--- src/rtl/gain_ramp_ctrl.sv ---
// Gain sequencer for gain_core: moves the gain one step per sample strobe toward the
// requested target, with ramps for mute and for bypass entry and exit.
module gain_ramp_ctrl #(
  parameter int GWIDTH = 16,
  parameter int FBITS  = 12
) (
  input  logic                     clk,
  input  logic                     rst,
  input  logic                     ce,
  input  logic                     bypass_i,
  input  logic                     mute_i,
  input  logic [GWIDTH-1:0]        step_i,
  input  logic                     tgt_valid,
  input  logic signed [GWIDTH-1:0] tgt_data,
  output logic                     tgt_ready,
  output logic signed [GWIDTH-1:0] gain_o,
  output logic                     en_o,
  output logic                     busy_o,
  output logic                     done_o
);

  localparam int                       UNITY_INT = 1 << FBITS;
  localparam logic signed [GWIDTH-1:0] UNITY     = UNITY_INT[GWIDTH-1:0];

  typedef enum logic [1:0] {
    ST_BYP,
    ST_RAMP,
    ST_HOLD,
    ST_EXIT
  } state_e;

  state_e                   state_q, state_d;
  logic signed [GWIDTH-1:0] cur_q, cur_d;
  logic signed [GWIDTH-1:0] tgt_q, tgt_d;
  logic                     done_q, done_d;

  logic [GWIDTH-1:0]        step_eff;
  logic signed [GWIDTH-1:0] eff_tgt;
  logic signed [GWIDTH-1:0] next_to_eff;
  logic signed [GWIDTH-1:0] next_to_unity;
  logic                     wr_accept;

  // One step from src toward dst. The move lands on dst whenever the remaining
  // distance fits in a step, so the result always lies between src and dst.
  function automatic logic signed [GWIDTH-1:0] step_toward(
    input logic signed [GWIDTH-1:0] src,
    input logic signed [GWIDTH-1:0] dst,
    input logic [GWIDTH-1:0]        step
  );
    logic signed [GWIDTH:0] diff;
    logic [GWIDTH:0]        mag;
    logic signed [GWIDTH:0] moved;
    diff = {dst[GWIDTH-1], dst} - {src[GWIDTH-1], src};
    mag  = diff[GWIDTH] ? -diff : diff;
    if (mag <= {1'b0, step}) begin
      return dst;
    end
    if (diff[GWIDTH]) begin
      moved = {src[GWIDTH-1], src} - {1'b0, step};
    end else begin
      moved = {src[GWIDTH-1], src} + {1'b0, step};
    end
    return moved[GWIDTH-1:0];
  endfunction

  always_comb begin
    step_eff      = (step_i == '0) ? GWIDTH'(1) : step_i;
    eff_tgt       = mute_i ? '0 : tgt_q;
    next_to_eff   = ce ? step_toward(cur_q, eff_tgt, step_eff) : cur_q;
    next_to_unity = ce ? step_toward(cur_q, UNITY, step_eff) : cur_q;
  end

  assign tgt_ready = (state_q == ST_HOLD) || (state_q == ST_BYP);
  assign wr_accept = tgt_valid && tgt_ready;

  always_comb begin
    // NOTE: every signal driven here gets a default first, so no path can infer a latch.
    state_d = state_q;
    cur_d   = cur_q;
    tgt_d   = wr_accept ? tgt_data : tgt_q;
    done_d  = 1'b0;

    unique case (state_q)
      ST_BYP: begin
        cur_d = UNITY;
        if (!bypass_i) begin
          state_d = ST_RAMP;
        end
      end
      ST_RAMP: begin
        cur_d = next_to_eff;
        // Arrival is tested every cycle, so a mute change can finish a ramp without ce.
        if (bypass_i) begin
          state_d = ST_EXIT;
        end else if (next_to_eff == eff_tgt) begin
          state_d = ST_HOLD;
          done_d  = 1'b1;
        end
      end
      ST_HOLD: begin
        if (bypass_i) begin
          state_d = ST_EXIT;
        end else if (cur_q != eff_tgt) begin
          state_d = ST_RAMP;
        end
      end
      ST_EXIT: begin
        cur_d = next_to_unity;
        if (!bypass_i) begin
          state_d = ST_RAMP;
        end else if (next_to_unity == UNITY) begin
          state_d = ST_BYP;
        end
      end
      default: begin
        state_d = ST_BYP;
      end
    endcase
  end

  always_ff @(posedge clk) begin
    // NOTE: state registers use non-blocking assignments so every flop samples pre-edge values.
    if (rst) begin
      state_q <= ST_BYP;
      cur_q   <= UNITY;
      tgt_q   <= UNITY;
      done_q  <= 1'b0;
    end else begin
      state_q <= state_d;
      cur_q   <= cur_d;
      tgt_q   <= tgt_d;
      done_q  <= done_d;
    end
  end

  // en drops on the same edge that lands the gain on unity and enters BYP.
  assign en_o   = (state_q != ST_BYP);
  assign busy_o = (state_q == ST_RAMP) || (state_q == ST_EXIT);
  assign done_o = done_q;
  assign gain_o = cur_q;

endmodule

--- config.mk ---
export PLATFORM = sky130hd
export DESIGN_NAME = gain_ramp_ctrl
export DESIGN_NICKNAME = d
export VERILOG_FILES = /design/src/rtl/gain_ramp_ctrl.sv
export SDC_FILE = /design/constraint.sdc
export NUM_CORES = 1
export LEC_CHECK = 0
export ABC_AREA = 0
export BUFFER_PORTS_ARGS = -buffer_cell sky130_fd_sc_hd__clkbuf_2
export CORE_UTILIZATION = 30
export DETAILED_ROUTE_END_ITERATION = 10
export PLACE_DENSITY = 0.52
export RECOVER_POWER = 50
export SYNTH_ARGS = -nofsm -noshare
export SYNTH_HDL_FRONTEND = slang
export SYNTH_SLANG_ARGS = --single-unit
export TNS_END_PERCENT = 10
--- constraint.sdc ---
create_clock -name clk -period 6.79 [get_ports clk]
set_input_delay 1.358 -clock clk [delete_from_list [all_inputs] [get_ports clk]]
set_output_delay 1.358 -clock clk [all_outputs]
set_load 0.005 [all_outputs]
==> key figures <==
Timing
  – Worst relative slew slack: roughly a fifth
  – Clock Skews: about 0.007 ns
  – Final Setup Violations: 0
  – Final hold viol count: 0
  – Slew @ Worst Pin: 1.18 ns
  – Final Max Slew Viols: 0
  – Final period utilization: about 96%
  – Setup TNS: 0 ns
  – RSZ-0062 raised after global routing: no
  – Post-layout min period: 6.51 ns
  – Max Clock Freq: roughly 150 MHz

Synth
  – Mapped Nets: 1158
  – Syn Inst Count: around 1000
  – Prevailing post-synth register cell: dfxtp_1
  – EDFF count, synth: 0
  – Fraction of registers with async set/reset: 0%
  – Flop and latch count out of synthesis: 35
  – Syn. warnings: 0
  – Synth unique cells: 89
  – Post-synthesis sequential area ratio: 9.61%
  – Post-Syn Area: roughly 7300 sq um
  – Avg Cell Area, Syn: between 7 and 8 sq um

Detailed routing
  – Vias per inst: between 5 and 6
  – Vias: between 7000 and 8000
  – TritonRoute pass-1 iters: 6
  – WL final: about 28000 microns
  – DRT iter0 DRCs: 700
  – Detail Route Antenna Nets: 0
  – Wirelength per Cell: 20.3 microns
  – Residual DRC count: 0

Place
  – GPL Wtd Cong: 0.963
  – IO buf count: 57
  – Detailed placer's ending HPWL: 23400 microns

Clock tree
  – Clk pin slew, worst setup/hold paths: about 0.06 ns
  – CTS tree: yes
  – Hold buffer count at cts: 0
  – Worst skew pair latency: 0.28 ns
  – Clock Sink Count: 35
  – Clk buf depth: 2
  – Post-CTS Setup Inserts: 0
  – Clk root buf: clkbuf_16
  – H-tree depth: 2
  – CTS resizes: 0
  – Total CTS buffers: 5

Setup path
  – CP dominant cell by count: nand2b_1
  – Critical path arrival: 6.67 ns
  – FF-to-FF path depth: 24
  – Worst path slowest cell: a2111oi_0
  – Setup CP Type: input port to flip-flop
  – Crit Path Max Fanout: 26
  – Worst R2R Start: gain_o[3]
  – Flop2flop setup slack: ~0.87 ns
  – Req. time, crit path: between 6 and 7 ns
  – Worst setup SP type: input port
  – CP Capture Type: flip-flop
  – CP max stage delay: ~0.43 ns
  – Reg2reg end: done_o

Die
  – Core ar.: around 24000 sq um
  – Die Ht: roughly 160 microns
  – Die Area: 24900 sq um
  – Die width: about 160 microns
  – Initial core utilization: between 30% and 40%
  – Ports: 58
  – Cell Rows: 56

Min path
  – Worst min-delay path endpoint: tgt_q[15]
  – Worst min path class: flip-flop to flip-flop
  – Worst Min Path Start: tgt_q[15]
  – Worst hold path depth: 2

Layout
  – Register area: 701 sq um
  – Nets: 1196
  – Fillers: roughly 2600
  – Area of the multi-input gates: ~6100 sq um
  – P&R area growth vs syn: 12.1%
  – Diodes inserted: 0
  – Leading cell type in the layout, fill and taps excluded: nand2_1
  – Most frequent cells in the layout: nand2_1 (100), a21oi_1 (98), nor2_1 (96)
  – Fraction of layout cells with a size suffix above 1: 11.8%

GRT
  – Met2 Usage GRT: 35.1%
  – Layer with the highest usage: met2
  – Largest net degree at the start of global routing: 38
  – Vias in the first global route: around 7000
  – Gr usage total: 23.0%
  – First-pass GRT wire length: around 43000 microns
  – Met1 capacity usage during global routing: between 30% and 40%
  – Initial antenna violation count: 0
  – Met3 usage: approximately 3.3%
  – Congestion Overflow GR: 0

Run status
  – Status: finished clean

Job
  – Max Cap Viol: 0
metal layers:
layer | vias to the layer above | share of wire [%]
met1 | 3686 | 46
met3 | 75 | 8.4
met5 | - | 0
met2 | 388 | 41
met4 | 0 | 4.2
li1 | 3800 | -
layout make-up:
type	count	share of cell area (%)
Clock buffer	5	1.53
Timing Repair Buffer	101	7.33
Multi-Input combinational cell	872	74.3
Inverter	63	2.89
Sequential cell	35	8.57
Tap cell	319	4.88
Clock inverter	3	0.536
critical path, delay by kind of cell:
kind                     cells  cell delay (ns)
AO/OA/AOI/OAI                8             2.01
XOR/XNOR                     2             0.32
adder cells (fa/ha/maj)      3             0.86
buffers and inverters        2             0.31
AND/OR/NAND/NOR             11             1.80
cells in the mapped netlist (all sizes together), types with 9 or more instances:
cell	count	area share [%]
dfxtp	35	9.6
inv	62	3.2
xnor2	75	9.1
mux2i	23	3.3
a21oi	101	7.1
xor2	31	3.8
nor2	96	4.9
nand2b	29	2.7
nor3	25	1.7
nand3	18	1.2
a31oi	17	1.5
o22ai	17	1.5
o21ai	42	2.9
nand4	13	1.1
o31ai	12	1.4
nand2	100	5.1
ha	78	13
buf	16	1.2
nor2b	25	2.1
a211oi	9	0.93
a21o	16	1.6
clkbuf	54	2.8
registers in the layout (all words and copies together), names as in the netlist:
name and count:
done_o 1, gain_o 16, state_q 2, tgt_q 16
through the flow:
step,std cells,setup WS (ns),hold slack (ns),cell area (sq um),util [%]
floorplan,1040,0.0409,0.432,7290,-
global placement,1390,0.0930,0.446,8040,34.0
detailed placement,1390,0.0598,0.452,8040,34.0
CTS,1398,0.301,0.460,8210,34.7
global route,1398,0.0296,0.499,8180,34.5
finish,1398,0.283,0.459,8180,34.5
worst max-delay path by stage:
stage          startpoint    endpoint
2_1_floorplan      mute_i  state_q[0]
5_1_grt            mute_i   gain_o[0]
6_report           mute_i      done_o
3_3_place_gp       mute_i      done_o
4_1_cts            mute_i      done_o
3_5_place_dp       mute_i      done_o
kinds of logic (layout without fill, tap and decap cells):
kind of cell	after synthesis	count (layout)	synth area share, %
fa+ha+maj	81	81	14.1
buf+inv	133	172	7.22
compound gates	303	303	28.2
flops	35	35	9.61
mux	26	26	3.79
simple gates	356	356	24.1
xor+xnor	106	106	12.9
Power is not shown: default switching activity piles up to over one toggle a cycle in this logic, so the estimate is an artifact.
